[config.mk]
export PLATFORM = sky130hd
export DESIGN_NAME = lcg_stim_gen_flat
export DESIGN_NICKNAME = d
export VERILOG_FILES = /design/src/rtl/lcg_stim_gen_if.sv /design/src/rtl/lcg_stim_gen.sv /design/src/flat_wrapper.sv
export SDC_FILE = /design/constraint.sdc
export NUM_CORES = 1
export LEC_CHECK = 0
export CORE_MARGIN = 4
export CORE_UTILIZATION = 55
export CTS_CLUSTER_SIZE = 10
export DETAILED_ROUTE_END_ITERATION = 12
export MAX_ROUTING_LAYER = met4
export PLACE_DENSITY = 0.82
export SLEW_MARGIN = 15
export SYNTH_ARGS = -nofsm -noshare
export SYNTH_HDL_FRONTEND = slang
export SYNTH_SLANG_ARGS = --single-unit
[constraint.sdc]
create_clock -name clk -period 13.5 [get_ports clk]
set_clock_uncertainty 0.05 [all_clocks]
set_input_delay 2.7 -clock clk [delete_from_list [all_inputs] [get_ports clk]]
set_output_delay 2.7 -clock clk [all_outputs]
set_load 0.03 [all_outputs]
[src/rtl/lcg_stim_gen_if.sv]
// Stimulus-generator bus: run control (start/seed/cycles), the vector handshake and run status.
// The generator uses the master modport and the consumer/controller uses the slave modport.
interface lcg_stim_gen_if #(
    parameter int NUM_WORDS = 8
);
    logic                     start;
    logic [31:0]              seed;
    logic [31:0]              cycles;
    logic [32*NUM_WORDS-1:0]  in_flat;
    logic                     out_valid;
    logic                     out_ready;
    logic                     busy;
    logic                     done;
    logic [31:0]              vec_cnt;
    logic [31:0]              sig;

    modport master (
        input  start,
        input  seed,
        input  cycles,
        input  out_ready,
        output in_flat,
        output out_valid,
        output busy,
        output done,
        output vec_cnt,
        output sig
    );

    modport slave (
        output start,
        output seed,
        output cycles,
        output out_ready,
        input  in_flat,
        input  out_valid,
        input  busy,
        input  done,
        input  vec_cnt,
        input  sig
    );
endinterface

[src/rtl/lcg_stim_gen.sv]
// LCG stimulus generator: fills NUM_WORDS 32-bit words per vector from one LCG and presents them with valid/ready.
// The optional rotate-XOR signature over accepted vectors is built only when LCG_STIM_GEN_SIG_EN is defined.
module lcg_stim_gen #(
    parameter int NUM_WORDS = 8
) (
    input  logic          clk,
    input  logic          rst,
    lcg_stim_gen_if.master bus
);
    localparam int               IDX_W    = (NUM_WORDS > 1) ? $clog2(NUM_WORDS) : 1;
    localparam logic [IDX_W-1:0] LAST_IDX = IDX_W'(NUM_WORDS - 1);
    localparam logic [31:0]      LCG_MUL  = 32'h41C64E6D;
    localparam logic [31:0]      LCG_INC  = 32'h0000_3039;

    typedef enum logic [1:0] {
        IDLE    = 2'd0,
        FILL    = 2'd1,
        PRESENT = 2'd2,
        DONE    = 2'd3
    } state_t;

    state_t                  r_state;
    state_t                  w_nextState;
    logic [31:0]             r_lcg;
    logic [31:0]             r_cycles;
    logic [31:0]             r_vecCnt;
    logic [IDX_W-1:0]        r_wordIdx;
    logic [32*NUM_WORDS-1:0] r_inFlat;

    logic                    w_startAccept;
    logic                    w_accept;
    logic                    w_lastWord;
    logic                    w_lastVector;
    logic [31:0]             w_lcgNext;

    // The only multiplier in the design; it is shared by every fill cycle.
    assign w_lcgNext     = r_lcg * LCG_MUL + LCG_INC;
    assign w_startAccept = bus.start && ((r_state == IDLE) || (r_state == DONE));
    assign w_accept      = (r_state == PRESENT) && bus.out_ready;
    assign w_lastWord    = (r_wordIdx == LAST_IDX);
    assign w_lastVector  = (r_vecCnt == r_cycles);

    always_ff @(posedge clk or posedge rst) begin
        if (rst) begin
            r_state <= IDLE;
        end else begin
            r_state <= w_nextState;
        end
    end

    always_comb begin
        w_nextState = r_state;
        unique case (r_state)
            IDLE, DONE: begin
                if (bus.start) begin
                    w_nextState = FILL;
                end
            end
            FILL: begin
                if (w_lastWord) begin
                    w_nextState = PRESENT;
                end
            end
            PRESENT: begin
                if (bus.out_ready) begin
                    w_nextState = w_lastVector ? DONE : FILL;
                end
            end
            default: begin
                w_nextState = IDLE;
            end
        endcase
    end

    // Words are written lowest first; untouched words keep the previous vector's value.
    always_ff @(posedge clk or posedge rst) begin
        if (rst) begin
            r_lcg     <= '0;
            r_cycles  <= '0;
            r_vecCnt  <= '0;
            r_wordIdx <= '0;
            r_inFlat  <= '0;
        end else if (w_startAccept) begin
            r_lcg     <= bus.seed;
            r_cycles  <= bus.cycles;
            r_vecCnt  <= '0;
            r_wordIdx <= '0;
        end else if (r_state == FILL) begin
            for (int k = 0; k < NUM_WORDS; k++) begin
                if (r_wordIdx == IDX_W'(k)) begin
                    r_inFlat[32*k +: 32] <= w_lcgNext;
                end
            end
            r_lcg     <= w_lcgNext;
            r_wordIdx <= w_lastWord ? '0 : r_wordIdx + IDX_W'(1);
        end else if (w_accept) begin
            r_vecCnt  <= r_vecCnt + 32'd1;
        end
    end

    assign bus.in_flat   = r_inFlat;
    assign bus.out_valid = (r_state == PRESENT);
    assign bus.busy      = (r_state == FILL) || (r_state == PRESENT);
    assign bus.done      = (r_state == DONE);
    assign bus.vec_cnt   = r_vecCnt;

`ifdef LCG_STIM_GEN_SIG_EN
    logic [31:0] r_sig;
    logic [31:0] w_xorWords;

    always_comb begin
        w_xorWords = '0;
        for (int k = 0; k < NUM_WORDS; k++) begin
            w_xorWords = w_xorWords ^ r_inFlat[32*k +: 32];
        end
    end

    // Rotate-left-by-one then fold in the accepted vector.
    always_ff @(posedge clk or posedge rst) begin
        if (rst) begin
            r_sig <= '0;
        end else if (w_startAccept) begin
            r_sig <= '0;
        end else if (w_accept) begin
            r_sig <= {r_sig[30:0], r_sig[31]} ^ w_xorWords;
        end
    end

    assign bus.sig = r_sig;
`else
    assign bus.sig = '0;
`endif

endmodule

[src/flat_wrapper.sv]
// flat-port wrapper written by rule: the top's interface ports become plain ports
module lcg_stim_gen_flat 
#(
    parameter int NUM_WORDS = 8
)
  (clk, rst, bus_start, bus_seed, bus_cycles, bus_out_ready, bus_in_flat, bus_out_valid, bus_busy, bus_done, bus_vec_cnt, bus_sig);
  lcg_stim_gen_if #(.NUM_WORDS(NUM_WORDS)) bus_i ();
  input  logic clk;
  input  logic rst;
  input wire logic [$bits(bus_i.start)-1:0] bus_start;
  input wire logic [$bits(bus_i.seed)-1:0] bus_seed;
  input wire logic [$bits(bus_i.cycles)-1:0] bus_cycles;
  input wire logic [$bits(bus_i.out_ready)-1:0] bus_out_ready;
  output wire logic [$bits(bus_i.in_flat)-1:0] bus_in_flat;
  output wire logic [$bits(bus_i.out_valid)-1:0] bus_out_valid;
  output wire logic [$bits(bus_i.busy)-1:0] bus_busy;
  output wire logic [$bits(bus_i.done)-1:0] bus_done;
  output wire logic [$bits(bus_i.vec_cnt)-1:0] bus_vec_cnt;
  output wire logic [$bits(bus_i.sig)-1:0] bus_sig;
  assign bus_i.start = bus_start;
  assign bus_i.seed = bus_seed;
  assign bus_i.cycles = bus_cycles;
  assign bus_i.out_ready = bus_out_ready;
  assign bus_in_flat = bus_i.in_flat;
  assign bus_out_valid = bus_i.out_valid;
  assign bus_busy = bus_i.busy;
  assign bus_done = bus_i.done;
  assign bus_vec_cnt = bus_i.vec_cnt;
  assign bus_sig = bus_i.sig;
  lcg_stim_gen #(.NUM_WORDS(NUM_WORDS)) u_core (.clk(clk), .rst(rst), .bus(bus_i));
endmodule
==> results.yml <==
clocking:
  tritoncts: "built"
  cts_made_buffers: 43
  cts_resized: 0
  cts_setup_buffers: 0
  clk_path_buf_depth: 3
  insertion_delay_ps: 600
  clk_pin_slew_ps: 60
  root_buffer: "clkbuf_16"
  cts_sinks: 357
  htree_num_levels: 2
  hold_buffers: 0
floorplan:
  row_count: 75
  fp.dieArea_mm2: 0.0463
  start_util_pct: 55.9
  ioPinCount: 391
  die_h_um: 215
  die-width_um: 215
  coreArea_mm2: 0.0422
routing:
  wl_um: 74400
  drt_iter0_drc: 1537
  dr.pass1.iters: 6
  drt-wirelength-per-cell_um: 22.6
  ant_nets: 0
  drc_errors: 0
  vias: 18300
  viasPerCell: 5.58
grt:
  grt_max_degree: 115
  antenna_found_initial: 3
  grt_pass1_vias: 19500
  grt_usage_pct: 33.4
  grt_overflow: 0
  grt_pass1_wl_um: 115000
setup_path:
  path_class: "reg2reg"
  rr_startpoint: "u_core.r_lcg[0]$_DFFE_PP0P_"
  reg2reg_slack_ps: 5480
  r2r_cells: 22
  critPathLaunchType: "flip-flop"
  rr_endpoint: "u_core.bus.in_flat[85]$_DFFE_PP0P_"
  required_ps: 13880
  cp_max_fo: 19
  crit_arrival_ps: 8400
  critPathLaunch: "u_core.r_lcg[0]$_DFFE_PP0P_"
  crit_path_end_kind: "flip-flop"
timing:
  period_minus_slack_ps: 8020
  fmax_mhz: 125
  fin_tns_setup_ps: 0
  finalSetupViolations: 0
  hold_viol_final: 0
  slew_viol_final: 0
  relSlewSlack_pct: 17.6
  worst_slew_pin_slew_ps: 1230
  period_share_pct: 59.4
  rsz0062_at_grt: "no"
synth:
  synthFlopType: "dfrtp_1"
  ys_async_sr_fraction_pct: 100
  synth_xor_area_share_pct: 4.15
  synth_edf_count: 0
  syn_area_mm2: 0.0236
  synth_seq_cells: 357
  synth_top_family_by_area: "adder cells"
  muxShareOfSynthArea_pct: 2.08
  yosysSeqAreaShare_pct: 37.8
  yosys-top-cells-count: "inv_1, nand2_1, dfrtp_1"
  yosysMostFrequentCell: "inv_1"
  avgSynthCellArea_um2: 9.82
  ys_top_cells_by_area: "dfrtp_1, fa_1, ha_1"
  synth-compound-area-share_pct: 9.65
  yosys_warnings: 0
  synth_largest_area_cell: "dfrtp_1"
  syn_inst: 2406
  ys_types: 62
  yosys.area.top_type_share_pct: 37.8
  synth-simple-area-share_pct: 10.1
  synthAdderAreaFrac_pct: 27.3
worst_hold_path:
  min_from: "u_core.bus.in_flat[161]$_DFFE_PP0P_"
  holdPathStages: 2
  hp-class: "reg2reg"
  hold_path_end: "u_core.bus.in_flat[161]$_DFFE_PP0P_"
layout:
  drive_above_1_share_pct: 4.59
  final_util_pct: 68.3
  area_growth_pct: 22.1
  nNetsFinal: 3209
place:
  dp_hpwl_um: 57100
  io_buffers: 358
  gp_congestion: 0.944
run_status:
  status: "completed"
flow_run:
  cap_violations: 0
-- worst max-delay path, stage by stage (launching register included) --
cell	delay [ps]
dfrtp_1	920
inv_1	200
ha_1	570
inv_1	290
ha_1	190
inv_1	50
fa_1	380
fa_1	510
inv_1	40
ha_1	270
inv_1	50
fa_1	520
inv_1	60
fa_1	510
fa_1	420
ha_1	470
nand4_2	210
a21oi_1	230
nand3_1	200
a21boi_0	580
nor4b_1	150
nor3_2	740
o21ai_0	240
-- metal layers --
layer  global-route usage [%]  vias to the layer above  routed length (um)
met5                        -                        -                   0
met4                     15.0                        0                3890
met3                     7.39                      205                6100
met2                     53.9                      807               36200
met1                     40.5                     9096               28300
li1                         -                     8234                   -
-- how the worst max path moves through the flow --
stage,end,cells past startpoint
finish,u_core.bus.in_flat[85]$_DFFE_PP0P_,22
global route,u_core.bus.in_flat[117]$_DFFE_PP0P_,22
CTS,u_core.bus.in_flat[85]$_DFFE_PP0P_,22
detailed placement,u_core.bus.in_flat[85]$_DFFE_PP0P_,22
global placement,u_core.bus.in_flat[85]$_DFFE_PP0P_,22
floorplan,u_core.bus.in_flat[0]$_DFFE_PP0P_,1
-- through the flow --
stage | instance area, um^2 | worst slack, ps | cells | hold slack [ps]
2_1_floorplan | 23700 | 845 | 2437 | 416
3_3_place_gp | 27600 | 5790 | 3231 | 411
3_5_place_dp | 27600 | 5540 | 3231 | 420
4_1_cts | 28800 | 5550 | 3286 | 431
5_1_grt | 28800 | 5150 | 3289 | 446
6_report | 28800 | 5480 | 3289 | 427
-- registers in the layout (all words and copies together) (netlist names) --
name and count:
u_core.bus.in_flat 256, u_core.bus.vec_cnt 32, u_core.r_wordIdx 3, u_core.r_cycles 32
u_core.r_state 2, u_core.r_lcg 32
-- kinds of logic (layout without fill, tap and decap cells) --
group | count (synthesis) | in the layout
other | 1 | 35
XOR/XNOR | 112 | 112
buffers and inverters | 528 | 838
AND/OR/NAND/NOR | 552 | 552
flip-flops | 357 | 357
adder cells (fa/ha/maj) | 404 | 404
multiplexers | 44 | 44
AO/OA/AOI/OAI | 408 | 408
-- cell type report --
class | count | area (um^2)
Fill cell | 3144 | 13400
Multi-Input combinational cell | 1552 | 12700
Sequential cell | 357 | 8930
Timing Repair Buffer | 372 | 3690
Inverter | 411 | 1550
Clock buffer | 48 | 1110
Tap cell | 539 | 674
Clock inverter | 7 | 119
Antenna cell | 3 | 7.51
-- placed cells by master, fill, tap and decap left out, types with 3 or more instances in the layout --
master           netlist  final
nand3_2                0      3
clkbuf_16              0     43
buf_4                 33     14
dfrtp_1              357    357
ha_1                 220    220
o21a_1                 7      7
a21oi_1               69     69
o211ai_1               5      5
and3_1                13     13
conb_1                 1     32
mux2i_1                4      4
nand4_1               14     14
and4_1                 4      4
diode_2                0      3
xnor2_1               79     79
xor2_1                33     32
nand3_1               21     18
a21o_1                16     16
clkdlybuf4s50_1        0    358
clkbuf_1              72      3
nand2b_1               8      8
fa_1                 184    184
mux2_2                32     32
nor2b_1                4      4
nor3_1                15     15
a211o_1                3      3
nor4_1                 4      4
mux2_1                 8      8
or3_1                 11     11
nor2_1                74     72
inv_1                411    410
nand2_2                0      5
o22a_1                 3      3
a31oi_1                7      7
o21ai_0              244    244
nand2_1              367    361
a211oi_1               5      5
o21ai_1               23     23
or2_2                  3      3
o31ai_1                8      8
Power is not shown: default switching activity piles up to over one toggle a cycle in this logic, so the estimate is an artifact.
